## src/rtl/cpu_pkg.sv

```systemverilog
// Shared encodings for the multicycle CPU: opcodes, ALU operation codes,
// ALU operand-B selects, control FSM states and the control strobe bundle.
package cpu_pkg;

  localparam int unsigned OPCODE_W = 7;
  localparam int unsigned STATE_W  = 4;
  localparam int unsigned ALUOP_W  = 2;
  localparam int unsigned SRCB_W   = 2;

  localparam logic [OPCODE_W-1:0] OP_RTYPE  = 7'b0110011;
  localparam logic [OPCODE_W-1:0] OP_IMM    = 7'b0010011;
  localparam logic [OPCODE_W-1:0] OP_LOAD   = 7'b0000011;
  localparam logic [OPCODE_W-1:0] OP_STORE  = 7'b0100011;
  localparam logic [OPCODE_W-1:0] OP_BRANCH = 7'b1100011;

  // ALU control decoder input: how the ALU operation is chosen
  typedef enum logic [ALUOP_W-1:0] {
    ALUOP_ADD   = 2'b00,
    ALUOP_SUB   = 2'b01,
    ALUOP_FUNCT = 2'b10,
    ALUOP_IMM   = 2'b11
  } alu_op_e;

  typedef enum logic [SRCB_W-1:0] {
    SRCB_REG  = 2'b00,
    SRCB_FOUR = 2'b01,
    SRCB_IMM  = 2'b10
  } alu_srcb_e;

  typedef enum logic [STATE_W-1:0] {
    S_FETCH    = 4'd0,
    S_DECODE   = 4'd1,
    S_EXEC_R   = 4'd2,
    S_EXEC_I   = 4'd3,
    S_MEM_ADDR = 4'd4,
    S_MEM_RD   = 4'd5,
    S_MEM_WR   = 4'd6,
    S_MEM_WB   = 4'd7,
    S_R_WB     = 4'd8,
    S_BRANCH   = 4'd9,
    S_HALT     = 4'd10
  } state_e;

  typedef struct packed {
    logic      pc_write;
    logic      ir_write;
    logic      ior_d;
    logic      mem_read;
    logic      mem_write;
    logic      reg_write;
    logic      memto_reg;
    logic      alu_src_a;
    logic      pc_src;
    alu_srcb_e alu_src_b;
    alu_op_e   alu_op;
    logic      illegal;
  } ctrl_t;

  function automatic logic is_mem_op(input logic [OPCODE_W-1:0] op);
    return (op == OP_LOAD) || (op == OP_STORE);
  endfunction

endpackage

```

## src/rtl/multicycle_control.sv

```systemverilog
// Multicycle CPU control FSM: one state register plus a combined next-state
// and strobe decode; memory states stall on MemReady_i.
module multicycle_control
  import cpu_pkg::*;
#(
  parameter bit ILLEGAL_HALT = 1'b0
) (
  input  logic                clk_i,
  input  logic                rst_i,
  input  logic [OPCODE_W-1:0] Opcode_i,
  input  logic                Zero_i,
  input  logic                MemReady_i,
  output logic                PCWrite_o,
  output logic                IRWrite_o,
  output logic                IorD_o,
  output logic                MemRead_o,
  output logic                MemWrite_o,
  output logic                RegWrite_o,
  output logic                MemtoReg_o,
  output logic                ALUSrcA_o,
  output logic                PCSrc_o,
  output logic [SRCB_W-1:0]   ALUSrcB_o,
  output logic [ALUOP_W-1:0]  ALUOp_o,
  output logic                Illegal_o,
  output logic [STATE_W-1:0]  State_o
);

  state_e state_q;
  state_e state_d;
  ctrl_t  ctrl_c;

  always_ff @(posedge clk_i) begin
    if (rst_i) begin
      state_q <= S_FETCH;
    end else begin
      state_q <= state_d;
    end
  end

  always_comb begin
    state_d = state_q;
    ctrl_c  = '0;
    case (state_q)
      S_FETCH: begin
        ctrl_c.mem_read  = 1'b1;
        ctrl_c.alu_src_b = SRCB_FOUR;
        ctrl_c.alu_op    = ALUOP_ADD;
        ctrl_c.ir_write  = MemReady_i;
        ctrl_c.pc_write  = MemReady_i;
        if (MemReady_i) state_d = S_DECODE;
      end
      S_DECODE: begin
        // ALU precomputes the branch target while the opcode is decoded
        ctrl_c.alu_src_b = SRCB_IMM;
        ctrl_c.alu_op    = ALUOP_ADD;
        if (Opcode_i == OP_RTYPE) begin
          state_d = S_EXEC_R;
        end else if (Opcode_i == OP_IMM) begin
          state_d = S_EXEC_I;
        end else if (is_mem_op(Opcode_i)) begin
          state_d = S_MEM_ADDR;
        end else if (Opcode_i == OP_BRANCH) begin
          state_d = S_BRANCH;
        end else begin
          ctrl_c.illegal = 1'b1;
          state_d        = ILLEGAL_HALT ? S_HALT : S_FETCH;
        end
      end
      S_EXEC_R: begin
        ctrl_c.alu_src_a = 1'b1;
        ctrl_c.alu_src_b = SRCB_REG;
        ctrl_c.alu_op    = ALUOP_FUNCT;
        state_d          = S_R_WB;
      end
      S_EXEC_I: begin
        ctrl_c.alu_src_a = 1'b1;
        ctrl_c.alu_src_b = SRCB_IMM;
        ctrl_c.alu_op    = ALUOP_IMM;
        state_d          = S_R_WB;
      end
      S_R_WB: begin
        ctrl_c.reg_write = 1'b1;
        state_d          = S_FETCH;
      end
      S_MEM_ADDR: begin
        ctrl_c.alu_src_a = 1'b1;
        ctrl_c.alu_src_b = SRCB_IMM;
        ctrl_c.alu_op    = ALUOP_ADD;
        if (Opcode_i == OP_LOAD) begin
          state_d = S_MEM_RD;
        end else if (Opcode_i == OP_STORE) begin
          state_d = S_MEM_WR;
        end else begin
          state_d = S_FETCH;
        end
      end
      S_MEM_RD: begin
        ctrl_c.mem_read = 1'b1;
        ctrl_c.ior_d    = 1'b1;
        if (MemReady_i) state_d = S_MEM_WB;
      end
      S_MEM_WR: begin
        ctrl_c.mem_write = 1'b1;
        ctrl_c.ior_d     = 1'b1;
        if (MemReady_i) state_d = S_FETCH;
      end
      S_MEM_WB: begin
        ctrl_c.reg_write = 1'b1;
        ctrl_c.memto_reg = 1'b1;
        state_d          = S_FETCH;
      end
      S_BRANCH: begin
        ctrl_c.alu_src_a = 1'b1;
        ctrl_c.alu_src_b = SRCB_REG;
        ctrl_c.alu_op    = ALUOP_SUB;
        ctrl_c.pc_src    = 1'b1;
        ctrl_c.pc_write  = Zero_i;
        state_d          = S_FETCH;
      end
      S_HALT: begin
        state_d = S_HALT;
      end
      default: begin
        state_d = S_FETCH;
      end
    endcase
    // Reset silences every strobe, including a memory access in flight
    if (rst_i) ctrl_c = '0;
  end

  assign PCWrite_o  = ctrl_c.pc_write;
  assign IRWrite_o  = ctrl_c.ir_write;
  assign IorD_o     = ctrl_c.ior_d;
  assign MemRead_o  = ctrl_c.mem_read;
  assign MemWrite_o = ctrl_c.mem_write;
  assign RegWrite_o = ctrl_c.reg_write;
  assign MemtoReg_o = ctrl_c.memto_reg;
  assign ALUSrcA_o  = ctrl_c.alu_src_a;
  assign PCSrc_o    = ctrl_c.pc_src;
  assign ALUSrcB_o  = ctrl_c.alu_src_b;
  assign ALUOp_o    = ctrl_c.alu_op;
  assign Illegal_o  = ctrl_c.illegal;
  assign State_o    = state_q;

endmodule
```

## config.mk

```make
export PLATFORM = sky130hd
export DESIGN_NAME = multicycle_control
export DESIGN_NICKNAME = d
export VERILOG_FILES = /design/src/rtl/cpu_pkg.sv /design/src/rtl/multicycle_control.sv
export SDC_FILE = /design/constraint.sdc
export NUM_CORES = 1
export LEC_CHECK = 0
export BUFFER_PORTS_ARGS = -buffer_cell sky130_fd_sc_hd__clkbuf_2
export CAP_MARGIN = 40
export CORE_MARGIN = 2
export CORE_UTILIZATION = 30
export DETAILED_ROUTE_END_ITERATION = 16
export HOLD_SLACK_MARGIN = 0.02
export PLACE_DENSITY = 0.62
export SKIP_LAST_GASP = 1
export SLEW_MARGIN = 20
export SYNTH_ARGS = -nofsm -noshare
export SYNTH_HDL_FRONTEND = slang
export SYNTH_SLANG_ARGS = --single-unit
```

## constraint.sdc

```tcl
create_clock -name clk_i -period 1.3 [get_ports clk_i]
set_input_delay 0.26 -clock clk_i [delete_from_list [all_inputs] [get_ports clk_i]]
set_output_delay 0.26 -clock clk_i [all_outputs]
set_load 0.05 [all_outputs]
```

---- Word level (Yosys, flattened, before mapping) ----
Cells that the tools add are included.
W data, S select, Z words.
storage, ports and cells
  bits of input ports ..................... 11
  register bits ........................... 4
  logic and storage cells ................. 54
operators by class
  mux-type cells .......................... 26
  reductions and logical operators ........ 9
  equal/unequal tests ..................... 18
operators by type and width
  operator              number
  $mux W4               7
  $pmux W4 S7           1
  $pmux W4 S5           1
  $eq A4 B3 Y1 const B  4
  $eq A7 B6 Y1 const B  2
  $mux W14              1
  $mux W1               13
  $eq A4 B4 Y1 const B  3
  $reduce_or A2 Y1      5
  $eq A4 B2 Y1 const B  2
  $eq A7 B2 Y1 const B  1
  $eq A7 B5 Y1 const B  1
  $eq A7 B7 Y1 const B  1
  $mux W3               2
  $ne A2 B2 Y1 const B  3
  $eq A4 B1 Y1 const B  1
  $logic_not A4 Y1      1
  $reduce_or A4 Y1      1
  $reduce_and A3 Y1     1
  $pmux W1 S2           1
  $logic_or A1 B1 Y1    1

---- Logic depth before layout (Yosys ltp) ----
  depth in word-level cells ............... 7
  mapped depth ............................ 5
  depth with buffers taken out ............ 4

---- Worst setup path before layout ----
No wires, ideal clock.
  kind .................................... reg2out
  start ................................... register state_q[0], in the netlist State_o[0]
  end ..................................... output port IorD_o
  data arrival time ....................... 2.278 ns
  path buffers ............................ 0
  slack ................................... -1.238 ns
  cell stages (with the launch flop) ...... 3
  data required time ...................... 1.040 ns
  path through ............................ dfxtp_1 > nand2b_1 > a211oi_1
between the ends
  longest elaborated chain between the ends .. 4
  elaborated cells on any way between the ends .. 5
  those cells by class .................... eq/ne: 2; mux: 2; reduce/logical: 1
ends and longest elaborated chain
  element                              line                       RTL
  from (decl)                          multicycle_control.sv:28   state_e state_q;
  from (signal assigned)               multicycle_control.sv:36   state_q <= state_d;
  $eq A4 B3 Y1                         multicycle_control.sv:43   case (state_q)
  $reduce_or A2 Y1 (no source line) *  n/a
  $mux W1 *                            multicycle_control.sv:43
  $mux W14 *                           multicycle_control.sv:128  if (rst_i) ctrl_c = '0;
  to (decl)                            multicycle_control.sv:15   output logic IorD_o,
Every way passes the cells marked *; elsewhere a longest branch is shown, timed or not.

---- Worst setup path in the final report ----
  start ................................... register state_q[3], in the netlist State_o[3]
  end ..................................... output port PCWrite_o
between the ends
  longest elaborated chain between the ends .. 3
  elaborated cells on any way between the ends .. 4
  those cells by class .................... eq/ne: 1; mux: 2; reduce/logical: 1
ends and longest elaborated chain
  element                                           line                       RTL
  $eq A4 B4 Y1 or $logic_not A4 Y1 (tied branches)  multicycle_control.sv:43
  $pmux W1 S2 *                                     multicycle_control.sv:43
  $mux W14 *                                        multicycle_control.sv:128
  to (decl)                                         multicycle_control.sv:13   output logic PCWrite_o,
Marked as above.

==> results.yml <==
yosys:
  yosys_warnings: 0
  ys_seq_elements: 4
  synth.area.top_cells: "sky130_fd_sc_hd__dfxtp_1, sky130_fd_sc_hd__nor3_1, sky130_fd_sc_hd__buf_6, sky130_fd_sc_hd__nor2_1, sky130_fd_sc_hd__nand2b_1"
  synth-edff-count: 0
  post_synth_instance_area_um2: 581
  async_flop_share: 0
  synth_cells: 78
  synth_top_cell_by_area: "sky130_fd_sc_hd__dfxtp_1"
  syn-num-nets: 89
  synth_largest_type_area_fraction: 0.138
  synth_area_per_cell_um2: 7.44
  synth.distinct_cells: 38
  synth-seq-area-share: 0.138
  postSynth.topFlopCell: "sky130_fd_sc_hd__dfxtp_1"
clock_tree:
  holdBufCountCts: 0
  insertion_delay_ns: 0.27
  clock_sinks: 4
  clk_pin_slew_ns: 0.06
  htree_levels: 1
  number_of_buffers_created_by_cts: 3
  cts_max_path_buffers: 2
  clock_tree_from_tritoncts: "done"
  clock_root_buffer: "sky130_fd_sc_hd__clkbuf_4"
timing:
  slew_viol_final: 0
  rsz0062_at_grt: "yes"
  worstMarginPinSlew_ns: 0.349
  finalSetupViolations: 20
  fmax_ghz: 0.548
  finalHoldViolations: 0
  finalWorstPathRequiredPeriod_ns: 1.83
  setup_slack_ns: -0.526
  slew_headroom: 0.768
  clock_skew_after_layout_ns: 0.0106
  period_share: 1.40
cells_and_area:
  share_of_layout_cells_above_drive_strength_1: 0.734
  syn2layout_area_growth_pct: 155
  design.final.nets: 151
  antenna_cells_inserted: 0
  largest_reg_flops: 4
  layout.filler_cells: 93
  post_route_core_utilization: 0.840
routing:
  post_drt_via_cell_ratio: 5.54
  vias: 909
  postRouteWirelength_mm: 2.75
  drt_iter0_drc: 31
  drc_violation_count_after_routing: 0
  antenna_left: 0
  post_drt_wl_per_cell_um: 16.8
  detailedRoute.firstPassIterationCount: 4
floorplan:
  boundaryPins: 29
  rows: 15
  dieArea_um2: 2300
  initial_core_util: 0.329
  die_h_um: 48.0
  area_of_the_core_region_um2: 1760
  floorplan.die.width_um: 48.0
place:
  port_buffers: 28
  place.gp.congestion: 0.922
  dp.final_hpwl_mm: 1.53
  pre_cts_slack_ns: -0.398
hold_path:
  hold_path.class: "input pin to flop"
power:
  worst_ir_drop_vdd_mv: 0.518
  pwr_per_cell_area_nw_per_um2: 454
  p_leak_nw: 0.596
grt:
  vias_in_the_first_global_route: 847
  globalRoute.busiestLayer: "met2"
  gr-usage-all-layers: 0.244
  grt_pass1_wl_mm: 3.84
  grt_antenna_before_repair: 0
  global_route.overflow_total: 0
  met2_routing_resource_usage_after_global_routing: 0.432
  use_met3: 0.0264
  use_met1: 0.288
  largest_net_degree_at_the_start_of_global_routing: 14
setup_path:
  biggest_fanout_along_the_worst_timing_path: 2
  timing.critical_path.to_type: "output pin"
  start_to_end_type_of_the_worst_setup_path: "flop to output pin"
  worst_path_arrival_time_ns: 1.57
  cp_startpoint_kind: "flop"
  cp_data_required_time_ns: 1.04
outcome:
  status: "finished with violations"
  violated_checks: "negative setup slack"
job:
  max_cap_violations: 0
where the power goes:
part           internal, mW  leakage [nW]  total [mW]  switching (mW)
combinational         0.158         0.546       0.329           0.171
clock                 0.118        0.0150       0.219           0.101
sequential            0.120        0.0352       0.125         0.00478
layout make-up:
| type | count | area (um^2) | share of cell area |
|---|---|---|---|
| inverters | 2 | 7.51 | 0.00507 |
| flip-flops and latches | 4 | 92.6 | 0.0625 |
| repair buffers | 63 | 674 | 0.455 |
| clock buffers | 4 | 26.3 | 0.0177 |
| multi-input cells | 66 | 649 | 0.438 |
| well taps | 25 | 31.3 | 0.0211 |
placed cells by master, fill, tap and decap left out, types with 2 or more instances in the layout:
master | Yosys | final
sky130_fd_sc_hd__buf_4 | 0 | 25
sky130_fd_sc_hd__clkbuf_2 | 0 | 11
sky130_fd_sc_hd__buf_12 | 0 | 9
sky130_fd_sc_hd__nor3_4 | 1 | 8
sky130_fd_sc_hd__nor2_1 | 10 | 7
sky130_fd_sc_hd__buf_6 | 4 | 6
sky130_fd_sc_hd__nand2b_4 | 1 | 5
sky130_fd_sc_hd__clkbuf_4 | 0 | 5
sky130_fd_sc_hd__buf_8 | 0 | 5
sky130_fd_sc_hd__nand2_1 | 4 | 4
sky130_fd_sc_hd__dfxtp_4 | 0 | 3
sky130_fd_sc_hd__nor2_4 | 0 | 3
sky130_fd_sc_hd__nor3_1 | 9 | 3
sky130_fd_sc_hd__clkbuf_16 | 0 | 3
sky130_fd_sc_hd__or3_4 | 1 | 2
sky130_fd_sc_hd__a211oi_2 | 1 | 2
sky130_fd_sc_hd__inv_1 | 2 | 2
sky130_fd_sc_hd__mux2i_1 | 2 | 2
sky130_fd_sc_hd__o21a_1 | 2 | 2
sky130_fd_sc_hd__o21ai_0 | 3 | 2
sky130_fd_sc_hd__o22a_1 | 2 | 2
layer usage:
layer / wire, um / vias to the layer above / part of all wire
li1: - / 412 / -
met3: 171 / 14 / 0.062
met2: 1370 / 58 / 0.50
met4: 128 / 0 / 0.047
met1: 1080 / 425 / 0.39
met5: 0 / - / 0
cell usage after synthesis, types with 2 or more instances:
cell and number:
sky130_fd_sc_hd__a21oi_1 2, sky130_fd_sc_hd__buf_6 4, sky130_fd_sc_hd__dfxtp_1 4, sky130_fd_sc_hd__inv_1 2, sky130_fd_sc_hd__mux2i_1 2, sky130_fd_sc_hd__nand2_1 4, sky130_fd_sc_hd__nand2b_1 5, sky130_fd_sc_hd__nand3_1 3
sky130_fd_sc_hd__nor2_1 10, sky130_fd_sc_hd__nor2b_1 2, sky130_fd_sc_hd__nor3_1 9, sky130_fd_sc_hd__o21a_1 2, sky130_fd_sc_hd__o21ai_0 3, sky130_fd_sc_hd__o22a_1 2
kinds of logic after synthesis:
family	count (synthesis)	synth area share
AO/OA/AOI/OAI	20	0.267
XOR/XNOR	1	0.0151
buffers and inverters	8	0.106
flip-flops	4	0.138
multiplexers	2	0.0345
AND/OR/NAND/NOR	43	0.440
path summary, 6_finish.rpt:
check | from | endpoint | slack, ns | cells after the start
max | State_o[3] | PCWrite_o | -0.53 | 5
min | Opcode_i[6] | State_o[1] | 0.41 | 4
max reg2reg | State_o[2] | State_o[1] | -0.30 | 8
min reg2reg | State_o[0] | State_o[3] | 0.78 | 3
timing repair:
action / CTS / global route
gates resized for setup: 37 / 14
endpoints found under the hold margin: 0 / 0
pin swaps: 13 / 3
endpoints found under the setup margin: 17 / 20
buffers inserted: 5 / 3
through the flow:
stage	setup TNS, ns	cell area, um^2	hold WS (ns)	cells	power [mW]
6_report	-6.76	1480	0.406	164	0.673
5_1_grt	-7.59	1480	0.410	164	0.703
4_1_cts	-5.93	1430	0.374	163	0.618
3_5_place_dp	-3.23	1180	0.622	154	0.385
3_3_place_gp	-2.99	1180	0.605	154	0.380
2_1_floorplan	-5.19	717	0.327	78	0.278
worst max-delay path, stage by stage, from the launching register on:
cell,delay (ns)
sky130_fd_sc_hd__dfxtp_4,0.34
sky130_fd_sc_hd__or3_4,0.39
sky130_fd_sc_hd__nor3_4,0.14
sky130_fd_sc_hd__and2_4,0.17
sky130_fd_sc_hd__a21o_4,0.09
sky130_fd_sc_hd__clkbuf_16,0.15
Power figures use the tool's default switching activity.
